--- src/rtl/instr_fetch_pkg.sv ---
// instr_fetch_pkg: shared types and constants for the instruction fetch front end
package instr_fetch_pkg;
  localparam int INSTR_W = 32;
  localparam int PC_W = 32;
  localparam int PC_STEP = 4;
  typedef logic [INSTR_W-1:0] instr_t;
  typedef logic [PC_W-1:0] pc_t;
  typedef struct packed {
    pc_t pc;
    instr_t instr;
  } fetch_entry_t;
endpackage

--- src/rtl/instr_fetch_fifo.sv ---
// fetch_fifo: synchronous FIFO of fetch entries; flush wins over push.
module fetch_fifo
  import instr_fetch_pkg::*;
#(
  parameter int DEPTH = 2,
  localparam int AW = $clog2(DEPTH),
  localparam int CW = $clog2(DEPTH + 1)
) (
  input  logic         clk,
  input  logic         reset,
  input  logic         push_i,
  input  fetch_entry_t entry_i,
  input  logic         pop_i,
  input  logic         flush_i,
  output logic [CW-1:0] count_o,
  output fetch_entry_t head_o,
  output logic         empty_o
);
  fetch_entry_t mem_q [DEPTH];
  logic [AW-1:0] wr_q, rd_q;
  logic [CW-1:0] cnt_q;
  function automatic logic [AW-1:0] nxt(input logic [AW-1:0] p);
    return (p == AW'(DEPTH - 1)) ? '0 : p + 1'b1;
  endfunction
  always_ff @(posedge clk) begin
    if (reset || flush_i) begin
      wr_q <= '0;
      rd_q <= '0;
      cnt_q <= '0;
    end else begin
      if (push_i) begin
        mem_q[wr_q] <= entry_i;
        wr_q <= nxt(wr_q);
      end
      if (pop_i) rd_q <= nxt(rd_q);
      cnt_q <= cnt_q + CW'(push_i) - CW'(pop_i);
    end
  end
  assign count_o = cnt_q;
  assign head_o = mem_q[rd_q];
  assign empty_o = cnt_q == '0;
endmodule

--- src/rtl/instr_fetch.sv ---
// instr_fetch: PC owner, BRAM reader and valid/ready front end with branch flush.
// Optional perf counters when IFETCH_PERF_CNT_EN is defined.
module instr_fetch
  import instr_fetch_pkg::*;
#(
  parameter int  ADDR_WIDTH  = 10,
  parameter int  INSTR_WIDTH = INSTR_W,
  parameter int  PC_WIDTH    = PC_W,
  parameter pc_t RESET_PC    = '0,
  parameter int  FIFO_DEPTH  = 2
) (
  input  logic                   clk,
  input  logic                   reset,
  output logic                   mem_en,
  output logic                   mem_we,
  output logic [ADDR_WIDTH-1:0]  mem_addr,
  output logic [INSTR_WIDTH-1:0] mem_di,
  input  logic [INSTR_WIDTH-1:0] mem_dout,
  input  logic                   br_taken,
  input  logic [PC_WIDTH-1:0]    br_target,
  output logic                   out_valid,
  input  logic                   out_ready,
  output logic [INSTR_WIDTH-1:0] out_instr,
  output logic [PC_WIDTH-1:0]    out_pc
`ifdef IFETCH_PERF_CNT_EN
  ,
  output logic [31:0]            perf_fetch_cnt,
  output logic [31:0]            perf_stall_cnt,
  output logic [31:0]            perf_flush_cnt
`endif
);
  localparam int CW = $clog2(FIFO_DEPTH + 1);
  pc_t pc_q, pc_d, inflight_pc_q;
  logic inflight_q, pop, push, empty;
  logic [CW-1:0] count;
  logic [CW:0] used;
  fetch_entry_t head, entry;
  // Credits: buffered + inflight entries after this cycle's pop must fit.
  assign used = {1'b0, count} + (CW + 1)'(inflight_q) - (CW + 1)'(pop);
  assign out_valid = !reset & !empty;
  assign pop = out_valid & out_ready;
  assign mem_en = !reset & !br_taken & (used < (CW + 1)'(FIFO_DEPTH));
  assign push = inflight_q & !br_taken;
  assign pc_d = br_taken ? (br_target & ~pc_t'(3)) : mem_en ? pc_q + pc_t'(PC_STEP) : pc_q;
  assign entry = '{pc: inflight_pc_q, instr: mem_dout};
  assign mem_we = 1'b0;
  assign mem_di = '0;
  assign mem_addr = pc_q[ADDR_WIDTH+1:2];
  assign out_instr = out_valid ? head.instr : '0;
  assign out_pc = out_valid ? head.pc : '0;
  always_ff @(posedge clk) begin
    if (reset) begin
      pc_q <= RESET_PC;
      inflight_q <= 1'b0;
      inflight_pc_q <= '0;
    end else begin
      pc_q <= pc_d;
      inflight_q <= mem_en;
      if (mem_en) inflight_pc_q <= pc_q;
    end
  end
  fetch_fifo #(.DEPTH(FIFO_DEPTH)) u_fifo (
    .clk     (clk),
    .reset   (reset),
    .push_i  (push),
    .entry_i (entry),
    .pop_i   (pop),
    .flush_i (br_taken),
    .count_o (count),
    .head_o  (head),
    .empty_o (empty)
  );
  assert property (@(posedge clk) disable iff (reset) push |-> count < CW'(FIFO_DEPTH));
`ifdef IFETCH_PERF_CNT_EN
  logic [31:0] fetch_cnt_q, stall_cnt_q, flush_cnt_q;
  always_ff @(posedge clk) begin
    if (reset) begin
      fetch_cnt_q <= '0;
      stall_cnt_q <= '0;
      flush_cnt_q <= '0;
    end else begin
      fetch_cnt_q <= fetch_cnt_q + 32'(pop);
      stall_cnt_q <= stall_cnt_q + 32'(out_valid & !out_ready);
      flush_cnt_q <= flush_cnt_q + 32'(br_taken);
    end
  end
  assign perf_fetch_cnt = fetch_cnt_q;
  assign perf_stall_cnt = stall_cnt_q;
  assign perf_flush_cnt = flush_cnt_q;
`endif
endmodule

--- config.mk ---
export PLATFORM = sky130hd
export DESIGN_NAME = instr_fetch
export DESIGN_NICKNAME = d
export VERILOG_FILES = /design/src/rtl/instr_fetch_pkg.sv /design/src/rtl/instr_fetch_fifo.sv /design/src/rtl/instr_fetch.sv
export SDC_FILE = /design/constraint.sdc
export NUM_CORES = 1
export LEC_CHECK = 0
export ABC_AREA = 1
export CAP_MARGIN = 20
export CORE_MARGIN = 2
export CORE_UTILIZATION = 40
export DETAILED_ROUTE_END_ITERATION = 7
export DONT_BUFFER_PORTS = 1
export GPL_TIMING_DRIVEN = 0
export SYNTH_ARGS = -nofsm -noshare
export SYNTH_HDL_FRONTEND = slang
export SYNTH_SLANG_ARGS = --single-unit
export TNS_END_PERCENT = 1
--- constraint.sdc ---
create_clock -name clk -period 7.9 [get_ports clk]
set_clock_uncertainty 0.15 [all_clocks]
set_input_delay 1.58 -clock clk [delete_from_list [all_inputs] [get_ports clk]]
set_output_delay 1.58 -clock clk [all_outputs]
set_load 0.02 [all_outputs]
==> metrics.txt <==
Vias=5969; placed cells=1244; Total GRT Usage=17.0%; Pre-antenna DRT Iters=5; Initial Util=40.7%; Gate Count Post-Synth=919; max-slew violation count=0; RSZ-0062 raised after global routing=no; commonest non-fill, non-tap cells in the layout=nand2_1 (198), inv_1 (136), edfxtp_1 (124); R2R Path Start=u_fifo.count_o[1]$_SDFF_PN0_; Hold Crit Class=register to register; Worst Path Max Fanout=10; Worst Setup End Kind=primary output; final core utilization=46.4%; cell mode on critical path=inv_1; Buf/Inv on CP=7; CTS H-tree lvls=4; overall die area=0.0234 mm²; worst hold start=inflight_pc_q[6]$_SDFFE_PP0P_; Leakage=4.34 nW; mapped cell area=0.00888 mm²; initial drt markers=317; Cell Area, Placed=0.00952 mm²; cell chosen for the clock root=clkbuf_16; DIE HEIGHT=153 µm; Final GP Congestion=0.892; # fillers=2126; R2R Setup Slk=4550 ps; routed length per placed instance=15.6 µm; cts repair resizes=0; status=finished clean; Worst-Margin Slew=729 ps; f_max=172 MHz; critical path class=input port to primary output; CTS Buffer Depth=2; largest net degree at the start of global routing=19; post-synthesis sequential area ratio=56.8%; CP max stage delay=470 ps; WHS Endpoint=u_fifo.mem_q[1][38]$_DFFE_PP_; setup TNS=0 ps; r2r endpoint=pc_q[13]$_SDFFE_PP0P_; PnR Total Power=2.15 mW; WP data arrival=4090 ps; depth of the most critical reg-to-reg path=16; Rows=54; # diodes=0; Skew-Pair Late Insertion Delay=430 ps; Routed Antenna Nets=0; number of global-route vias before repair=5635; global-route wire length before repair=31000 µm; final worst setup slack=2080 ps; Hold WS=308 ps; Clock transition at path regs=70 ps; flip-flop and latch count after synthesis=190; I/O pin cnt=177; crit path max-delay cell type=fa_1; GRT overflow=0; Critical Path Start Type=input port; library cells used by synthesis=37; commonest non-fill, non-tap cell in the layout=nand2_1; share of cells above drive strength 1=19.3%; Non-Filler Instances=1276; cts hold-fix bufs=0; # port buffers=0; Routed WL=19900 µm; Setup WS pre-CTS=1950 ps; Sink Count=190; CTS tree=done; Ys Warns=0; Setup-failing EPs final=0; number of nets in the layout=1056; MaxCap Viol Count=0; mean area per synthesized cell=9.67 µm²; worst hold path stage count=0; relative slew slack=51.4%; drt drc=0; antenna violations before repair=0; detailed placement HPWL=14800 µm; Post-CTS Setup Bufs=0; min Tclk post-route=5820 ps; routed vias/inst=4.68; Die Width=153 µm; final instance area=0.0101 mm²; Req. time, crit path=6170 ps; Synth-to-Final Area Change=13.9%; Hold Vio Cnt, Final=0; peak supply drop=0.144 mV; Core Box Area=0.0218 mm²; P per Cell Area=212 mW/mm²; fin crit share=73.6%; crit-path leading delay family=buffers and inverters; Num CTS Buffers=17; CP cell instances=buf_6 -> a21oi_2 -> nand2_1 -> inv_1 -> ha_1 -> inv_1 -> nand2_1 -> fa_1 -> inv_1 -> nor2_2 -> nand2_2 -> inv_2 -> buf_2 -> buf_4
-- kinds of logic after synthesis --
group                    after synthesis  share of synthesized area, %
AO/OA/AOI/OAI                         64                          3.92
XOR/XNOR                               7                         0.690
adder cells (fa/ha/maj)                5                         0.789
buffers and inverters                219                          11.9
flip-flops                           190                          56.8
multiplexers                          62                          7.86
other                                  1                        0.0422
AND/OR/NAND/NOR                      371                          18.0
-- how the worst max path moves through the flow --
| stage | startpoint | end | depth (start not counted) |
|---|---|---|---|
| 6_report | reset | mem_en | 14 |
| 5_1_grt | reset | mem_en | 14 |
| 4_1_cts | reset | mem_en | 14 |
| 3_5_place_dp | reset | mem_en | 14 |
| 3_3_place_gp | reset | u_fifo.mem_q[1][27]$_DFFE_PP_ | 4 |
| 2_1_floorplan | reset | u_fifo.mem_q[1][0]$_DFFE_PP_ | 4 |
-- cells in the mapped netlist, drive strengths merged --
cell type | number | area (µm²)
nand2 | 200 | 761
inv | 139 | 529
edfxtp | 124 | 3720
nor2 | 91 | 414
dfxtp | 66 | 1320
buf | 65 | 473
mux2 | 62 | 698
nand3 | 51 | 255
o21ai | 28 | 140
a21oi | 25 | 129
nor3 | 16 | 80.1
clkbuf | 15 | 56.3
nand4 | 6 | 37.5
xor2 | 6 | 52.6
nand3b | 5 | 37.5
a211oi | 4 | 30.0
ha | 4 | 50.1
a31oi | 3 | 18.8
a22oi | 2 | 15.0
conb | 1 | 3.75
fa | 1 | 20.0
nor4 | 1 | 6.26
o211ai | 1 | 7.51
o21bai | 1 | 7.51
or2 | 1 | 6.26
xnor2 | 1 | 8.76
-- report_power, final --
part | leakage (nW) | internal [mW] | total (mW) | switching (mW)
sequential | 1.67 | 1.09 | 1.11 | 0.0255
combinational | 2.38 | 0.0573 | 0.159 | 0.102
clock | 0.291 | 0.479 | 0.874 | 0.395
-- layout make-up --
cell class | instances | area (µm²) | share of cell area, %
buffer | 80 | 529 | 5.23
clock buffer | 17 | 425 | 4.21
clock inverter | 15 | 175 | 1.73
inverter | 139 | 529 | 5.23
multi-input combinational | 544 | 2930 | 28.9
sequential | 190 | 5040 | 49.9
tap | 280 | 350 | 3.46
timing repair buffer | 11 | 135 | 1.34
-- sequential cells by signal, indices dropped and copies added, names as in the netlist, named ones only --
name,cells
inflight_pc_q,30
u_fifo.count_o,2
u_fifo.wr_q,1
u_fifo.mem_q,124
inflight_q,1
pc_q,30
u_fifo.rd_q,1
-- metal layers --
metal,part of all wire [%],global-route usage [%]
met5,0,0
met4,0.77,3.40
met3,5.8,4.25
met2,48,28.6
met1,45,22.5
Note: power is estimated with default switching activity, not from simulation.
